**src/rtl/hough_accumulator_scheduler.sv**
```systemverilog
// Frame sequencer for the Hough accumulator RAM: clear all bins, collect saturating
// votes through a read-modify-write engine, then stream every bin to the peak search.
module hough_accumulator_scheduler #(
    parameter int unsigned R_BINS   = 800,
    parameter int unsigned N_ANGLES = 45,
    parameter int unsigned ADDR_W   = 16,
    parameter int unsigned CNT_W    = 16
) (
    input  logic              clk,
    input  logic              rst_n,
    input  logic              start,
    output logic              scan_start,
    input  logic              scan_done,
    input  logic              vote_valid,
    input  logic [12:0]       vote_r,
    input  logic [7:0]        vote_angle,
    output logic              vote_ready,
    output logic [ADDR_W-1:0] mem_addr,
    output logic              mem_we,
    output logic [CNT_W-1:0]  mem_wdata,
    input  logic [CNT_W-1:0]  mem_rdata,
    output logic              acc_valid,
    output logic [CNT_W-1:0]  acc_count,
    output logic [9:0]        acc_r,
    output logic [5:0]        acc_angle_idx,
    output logic              busy,
    output logic              done,
    output logic [15:0]       discard_count,
    output logic              overflow_err
);
    localparam int unsigned       DEPTH     = R_BINS * N_ANGLES;
    localparam logic [ADDR_W-1:0] LAST_ADDR = ADDR_W'(DEPTH - 1);
    localparam logic [9:0]        LAST_R    = 10'(R_BINS - 1);

    typedef enum logic [2:0] {S_IDLE, S_CLEAR, S_VOTE, S_DRAIN, S_SEARCH} state_t;
    typedef enum logic [1:0] {RMW_IDLE, RMW_READ, RMW_WAIT} rmw_t;

    state_t state;
    rmw_t   rmw;

    logic             search_run;
    logic [9:0]       r_cnt;
    logic [5:0]       a_cnt;
    logic             p1_valid;
    logic [9:0]       p1_r;
    logic [5:0]       p1_a;
    logic             p2_valid;
    logic [CNT_W-1:0] p2_cnt;
    logic [9:0]       p2_r;
    logic [5:0]       p2_a;

    // Vote decode: range filter, flat bin address and saturating increment
    logic [5:0]        angle_idx_c;
    logic              vote_ok_c;
    logic              handshake_c;
    logic [ADDR_W-1:0] vote_addr_c;
    logic [CNT_W-1:0]  sat_inc_c;

    assign angle_idx_c = vote_angle[7:2];
    assign vote_ok_c   = !vote_r[12] && (32'(vote_r[11:0]) < R_BINS) &&
                         (vote_angle[1:0] == 2'b00) && (32'(angle_idx_c) < N_ANGLES);
    assign vote_addr_c = ADDR_W'(32'(angle_idx_c) * R_BINS + 32'(vote_r[11:0]));
    assign handshake_c = vote_valid && vote_ready;
    assign sat_inc_c   = (&mem_rdata) ? mem_rdata : mem_rdata + CNT_W'(1);

    always_ff @(posedge clk or negedge rst_n) begin
        if (!rst_n) begin
            state         <= S_IDLE;
            rmw           <= RMW_IDLE;
            search_run    <= 1'b0;
            r_cnt         <= '0;
            a_cnt         <= '0;
            p1_valid      <= 1'b0;
            p1_r          <= '0;
            p1_a          <= '0;
            p2_valid      <= 1'b0;
            p2_cnt        <= '0;
            p2_r          <= '0;
            p2_a          <= '0;
            scan_start    <= 1'b0;
            vote_ready    <= 1'b0;
            mem_addr      <= '0;
            mem_we        <= 1'b0;
            mem_wdata     <= '0;
            acc_valid     <= 1'b0;
            acc_count     <= '0;
            acc_r         <= '0;
            acc_angle_idx <= '0;
            busy          <= 1'b0;
            done          <= 1'b0;
            discard_count <= '0;
            overflow_err  <= 1'b0;
        end else begin
            scan_start <= 1'b0;
            done       <= 1'b0;
            mem_we     <= 1'b0;

            // Search read pipeline: address cycle, RAM data cycle, output register
            p1_valid      <= (state == S_SEARCH) && search_run;
            p1_r          <= r_cnt;
            p1_a          <= a_cnt;
            p2_valid      <= p1_valid;
            p2_cnt        <= mem_rdata;
            p2_r          <= p1_r;
            p2_a          <= p1_a;
            acc_valid     <= p2_valid;
            acc_count     <= p2_valid ? p2_cnt : '0;
            acc_r         <= p2_valid ? p2_r : '0;
            acc_angle_idx <= p2_valid ? p2_a : '0;

            if ((state == S_VOTE || state == S_DRAIN) && vote_valid && !vote_ready)
                overflow_err <= 1'b1;

            case (rmw)
                RMW_READ: rmw <= RMW_WAIT;
                RMW_WAIT: begin
                    rmw       <= RMW_IDLE;
                    mem_we    <= 1'b1;
                    mem_wdata <= sat_inc_c;
                    if (state == S_VOTE) vote_ready <= 1'b1;
                end
                default: ;
            endcase

            case (state)
                S_IDLE: begin
                    if (start) begin
                        state         <= S_CLEAR;
                        busy          <= 1'b1;
                        mem_addr      <= '0;
                        mem_we        <= 1'b1;
                        mem_wdata     <= '0;
                        discard_count <= '0;
                        overflow_err  <= 1'b0;
                    end
                end
                S_CLEAR: begin
                    if (mem_addr == LAST_ADDR) begin
                        state      <= S_VOTE;
                        scan_start <= 1'b1;
                        vote_ready <= 1'b1;
                    end else begin
                        mem_addr <= mem_addr + ADDR_W'(1);
                        mem_we   <= 1'b1;
                    end
                end
                S_VOTE: begin
                    if (handshake_c) begin
                        if (vote_ok_c) begin
                            mem_addr   <= vote_addr_c;
                            rmw        <= RMW_READ;
                            vote_ready <= 1'b0;
                        end else if (discard_count != 16'hFFFF) begin
                            discard_count <= discard_count + 16'd1;
                        end
                    end
                    // An accepted vote in the same cycle still finishes in DRAIN
                    if (scan_done) begin
                        state      <= S_DRAIN;
                        vote_ready <= 1'b0;
                    end
                end
                S_DRAIN: begin
                    if (rmw == RMW_IDLE) begin
                        state      <= S_SEARCH;
                        mem_addr   <= '0;
                        r_cnt      <= '0;
                        a_cnt      <= '0;
                        search_run <= 1'b1;
                    end
                end
                S_SEARCH: begin
                    if (search_run) begin
                        if (mem_addr == LAST_ADDR) begin
                            search_run <= 1'b0;
                        end else begin
                            mem_addr <= mem_addr + ADDR_W'(1);
                            if (r_cnt == LAST_R) begin
                                r_cnt <= '0;
                                a_cnt <= a_cnt + 6'd1;
                            end else begin
                                r_cnt <= r_cnt + 10'd1;
                            end
                        end
                    end else if (acc_valid && !p1_valid && !p2_valid) begin
                        state <= S_IDLE;
                        busy  <= 1'b0;
                        done  <= 1'b1;
                    end
                end
                default: state <= S_IDLE;
            endcase
        end
    end

endmodule

```
**config.mk**
```make
export PLATFORM = sky130hd
export DESIGN_NAME = hough_accumulator_scheduler
export DESIGN_NICKNAME = d
export VERILOG_FILES = /design/src/rtl/hough_accumulator_scheduler.sv
export SDC_FILE = /design/constraint.sdc
export NUM_CORES = 1
export LEC_CHECK = 0
export CAP_MARGIN = 0
export CORE_MARGIN = 8
export CORE_UTILIZATION = 42
export CTS_CLUSTER_DIAMETER = 80
export DETAILED_ROUTE_END_ITERATION = 8
export PLACE_DENSITY = 0.73
export SETUP_SLACK_MARGIN = 0.3
export SLEW_MARGIN = 20
export SYNTH_ARGS = -nofsm -noshare
export SYNTH_HDL_FRONTEND = slang
export SYNTH_SLANG_ARGS = --single-unit
```
**constraint.sdc**
```tcl
create_clock -name clk -period 4.4 [get_ports clk]
set_input_delay 1.32 -clock clk [delete_from_list [all_inputs] [get_ports clk]]
set_output_delay 1.32 -clock clk [all_outputs]
set_load 0.02 [all_outputs]
```
==> flow_metrics.env <==
export IMPL_status="finished clean"
export IMPL_synthTopCellsByArea="dfrtp_1, ha_1, o21ai_0"
export IMPL_path_depth=13
export IMPL_cts_inserted_buffers=17
export IMPL_grt_setup_unrepaired="false"
export IMPL_synth_compound_gate_area_share_pct=14.10
export IMPL_firstDrtPassIters=4
export IMPL_layout_nets=931
export IMPL_grt_pass1_wl_um=28520
export IMPL_clk_latency_ps=410
export IMPL_fmax_mhz=258.6
export IMPL_synth_top_area_share_pct=53.44
export IMPL_htree_levels=4
export IMPL_p_leak_nw=4.266
export IMPL_ff2ff_path_depth=8
export IMPL_max_slew_margin_pct=52.88
export IMPL_n_fill_cell=1487
export IMPL_synthFlopType="dfrtp_1"
export IMPL_die_w_um=149.1
export IMPL_synth_xor_area_share_pct=3.411
export IMPL_drive_gt1_share_pct=8.817
export IMPL_min_path_type="reg2reg"
export IMPL_ir_drop_mv=0.2450
export IMPL_cp_arrival_ps=4190
export IMPL_fin_crit_sh_pct=87.88
export IMPL_synth_area_um2=7446
export IMPL_antenna_found_initial=0
export IMPL_place_congestion=0.8419
export IMPL_crit_path_end_kind="register"
export IMPL_io_buffers=128
export IMPL_initial_core_util_pct=43.05
export IMPL_final_util_pct=55.87
export IMPL_synth_common_cells="dfrtp_1, o21ai_0, nor2_1"
export IMPL_synthMuxAreaShare_pct=0.5545
export IMPL_ys_ff_latch=159
export IMPL_wire_per_inst_um=15.90
export IMPL_finalClockSkew_ps=6.749
export IMPL_synth_top_family_by_area="simple AND/OR/NAND/NOR gates"
export IMPL_overflow=0
export IMPL_synth_fp_nets=788
export IMPL_synthCells=706
export IMPL_cp_required_ps=4720
export IMPL_critPathTopFamily="adder cells"
export IMPL_ant_nets=0
export IMPL_reg2reg_slack_ps=1850
export IMPL_cp_num_buf_inv=1
export IMPL_via_per_inst=5.366
export IMPL_num_io_pins=129
export IMPL_ys_warnings_count=0
export IMPL_yosysMostFrequentCell="dfrtp_1"
export IMPL_yosys_area_share_adder_pct=6.923
export IMPL_grt_pass1_vias=5717
export IMPL_r2r_start="mem_addr[0]"
export IMPL_timing_rr_end="r_cnt[2]"
export IMPL_syn_to_final_growth_pct=29.78
export IMPL_hold_viol=0
export IMPL_synth_distinct_cells=64
export IMPL_synth_edf_count=0
export IMPL_worstMarginPinSlew_ps=706.7
export IMPL_final_max_slew_violation_count=0
export IMPL_final_setup_viol_count=0
export IMPL_path_max_fanout=4
export IMPL_core_area_um2=17300
export IMPL_diodes=0
export IMPL_cp_endpoint="mem_addr[14]"
export IMPL_cts_sinks=159
export IMPL_met3_wirelength_um=1101
export IMPL_clk_pin_slew_worst_paths_ps=60
export IMPL_crit_top_cell="ha_1"
export IMPL_wl_met2_um=8406
export IMPL_startpoint="vote_angle[3]"
export IMPL_post_synth_and_or_nand_nor_area_fraction_pct=19.24
export IMPL_startpoint_type="input pin"
export IMPL_yosysTopAreaCell="dfrtp_1"
export IMPL_hpwl_um=12550
export IMPL_cts_setup_buffers=0
export IMPL_cts_tree="yes"
export IMPL_grtUsageTotal_pct=15.74
export IMPL_fin_ws_ps=533.4
export IMPL_fp_dieArea_um2=22240
export IMPL_drc=0
export IMPL_cp_slowest_cell="fa_2"
export IMPL_yosysSeqAreaShare_pct=53.44
export IMPL_crit_type="in2reg"
export IMPL_drtIter0Drc=422
export IMPL_crit_chain="dlygate4sd2_1 -> ha_1 -> ha_1 -> ha_4 -> fa_2 -> xor2_1 -> ha_1 -> o21a_1 -> nor2_1 -> a31oi_2 -> nand2_1 -> xor2_1 -> o211ai_1"
export IMPL_rows=48
export IMPL_place_ws_ps=-240.3
export IMPL_syn_avg_cell_area_um2=10.55
export IMPL_slowest_delay_ps=400
export IMPL_root_buffer="clkbuf_16"
export IMPL_cap_viol_max_count=0
export IMPL_vias=5833
export IMPL_async_flop_share_pct=100.0
export IMPL_wirelength_um=17280
export IMPL_fin_crit_ps=3867
export IMPL_clock_path_buffers=2
export IMPL_routed_top_layer="met4"
export IMPL_die_h_um=149.1
export IMPL_wl_met1_um=7579
export IMPL_powerDensity_nw_per_um2=368.2
export IMPL_grt_max_degree=78
## registers in the layout, indices dropped and copies added (netlist names), 2 cells and up
| register | cells |
|---|---|
| mem_addr | 16 |
| p1_r | 10 |
| r_cnt | 10 |
| acc_r | 10 |
| rmw | 2 |
| mem_wdata | 16 |
| p2_a | 6 |
| p2_r | 10 |
| discard_count | 16 |
| p2_cnt | 16 |
| state | 3 |
| a_cnt | 6 |
| acc_count | 16 |
| acc_angle_idx | 6 |
| p1_a | 6 |
## worst min path at each step
stage / from / to / slack [ps] / depth (start not counted)
CTS: p1_r[2] / p2_r[2] / 350 / 0
finish: p1_r[2] / p2_r[2] / 350 / 0
global placement: p1_r[2] / p2_r[2] / 330 / 0
global route: p1_r[2] / p2_r[2] / 350 / 0
detailed placement: p1_r[0] / p2_r[0] / 330 / 0
floorplan: p1_a[0] / p2_a[0] / 330 / 0
## per-layer routing
metal  vias to the layer above  global-route usage, %
met5                         -                      0
met4                         0                  4.493
met3                        15                  4.460
met2                       123                  26.58
met1                      2855                  19.26
li1                       2840                      -
## worst register-to-register path: cells and delay by family (launching register included)
kind / cells / cell delay [ps]
compound gates: 2 / 340
simple gates: 4 / 1180
buf+inv: 1 / 230
fa+ha+maj: 1 / 260
flops: 1 / 410
## cells by family (layout without fill, tap and decap cells)
kind of cell	count (synthesis)	in the layout
XOR/XNOR	29	29
multiplexers	4	4
AND/OR/NAND/NOR	261	261
flip-flops	159	159
AO/OA/AOI/OAI	173	173
adder cells (fa/ha/maj)	40	40
buffers and inverters	40	196
## stage by stage
stage                     area, um^2  hold slack [ps]  total power, mW  setup TNS [ps]  cells
final                           9663            345.1            3.558               0   1087
after CTS                       9623            347.8            3.587               0   1087
after global placement          9054            331.4            2.174          -337.2   1055
after detailed placement        9054            334.7            2.188          -552.3   1055
after floorplan                 7446            331.2            1.906               0    706
after global routing            9663            354.5            3.723               0   1087
## what timing repair did
action	CTS	global route
setup endpoints to repair	3	3
hold buffers	0	0
gates resized for setup	3	8
## where the power goes
group	leakage [nW]	switching, mW	internal, mW
clock network	0.268	0.593	0.787
logic	1.89	0.308	0.284
registers	2.11	0.0679	1.52
total	4.27	0.969	2.59
## cell usage in the layout (no fill, tap or decap), drive strengths merged, types with 6 or more instances in the layout
| master | n |
|---|---|
| o211ai | 11 |
| nand2 | 46 |
| o21ai | 69 |
| clkdlybuf4s50 | 122 |
| nor4 | 7 |
| or3 | 6 |
| nand3 | 32 |
| a21oi | 39 |
| inv | 19 |
| nand2b | 7 |
| buf | 23 |
| dfrtp | 159 |
| and2 | 41 |
| xor2 | 15 |
| and4 | 7 |
| or4 | 6 |
| a31oi | 10 |
| nand4 | 15 |
| xnor2 | 14 |
| o31ai | 8 |
| nor2 | 52 |
| nor3 | 15 |
| and3 | 10 |
| ha | 38 |
| clkbuf | 18 |
## cell type report
type,instances,area [um^2],area share [%]
Clock inverter,14,132.6,1.373
Sequential cell,159,3979,41.18
Timing Repair Buffer,150,1456,15.07
Multi-Input combinational cell,507,3332,34.48
Tap cell,225,281.5,2.913
Inverter,14,52.55,0.5438
Clock buffer,18,429.2,4.441
(Power assumes the default switching activity.)
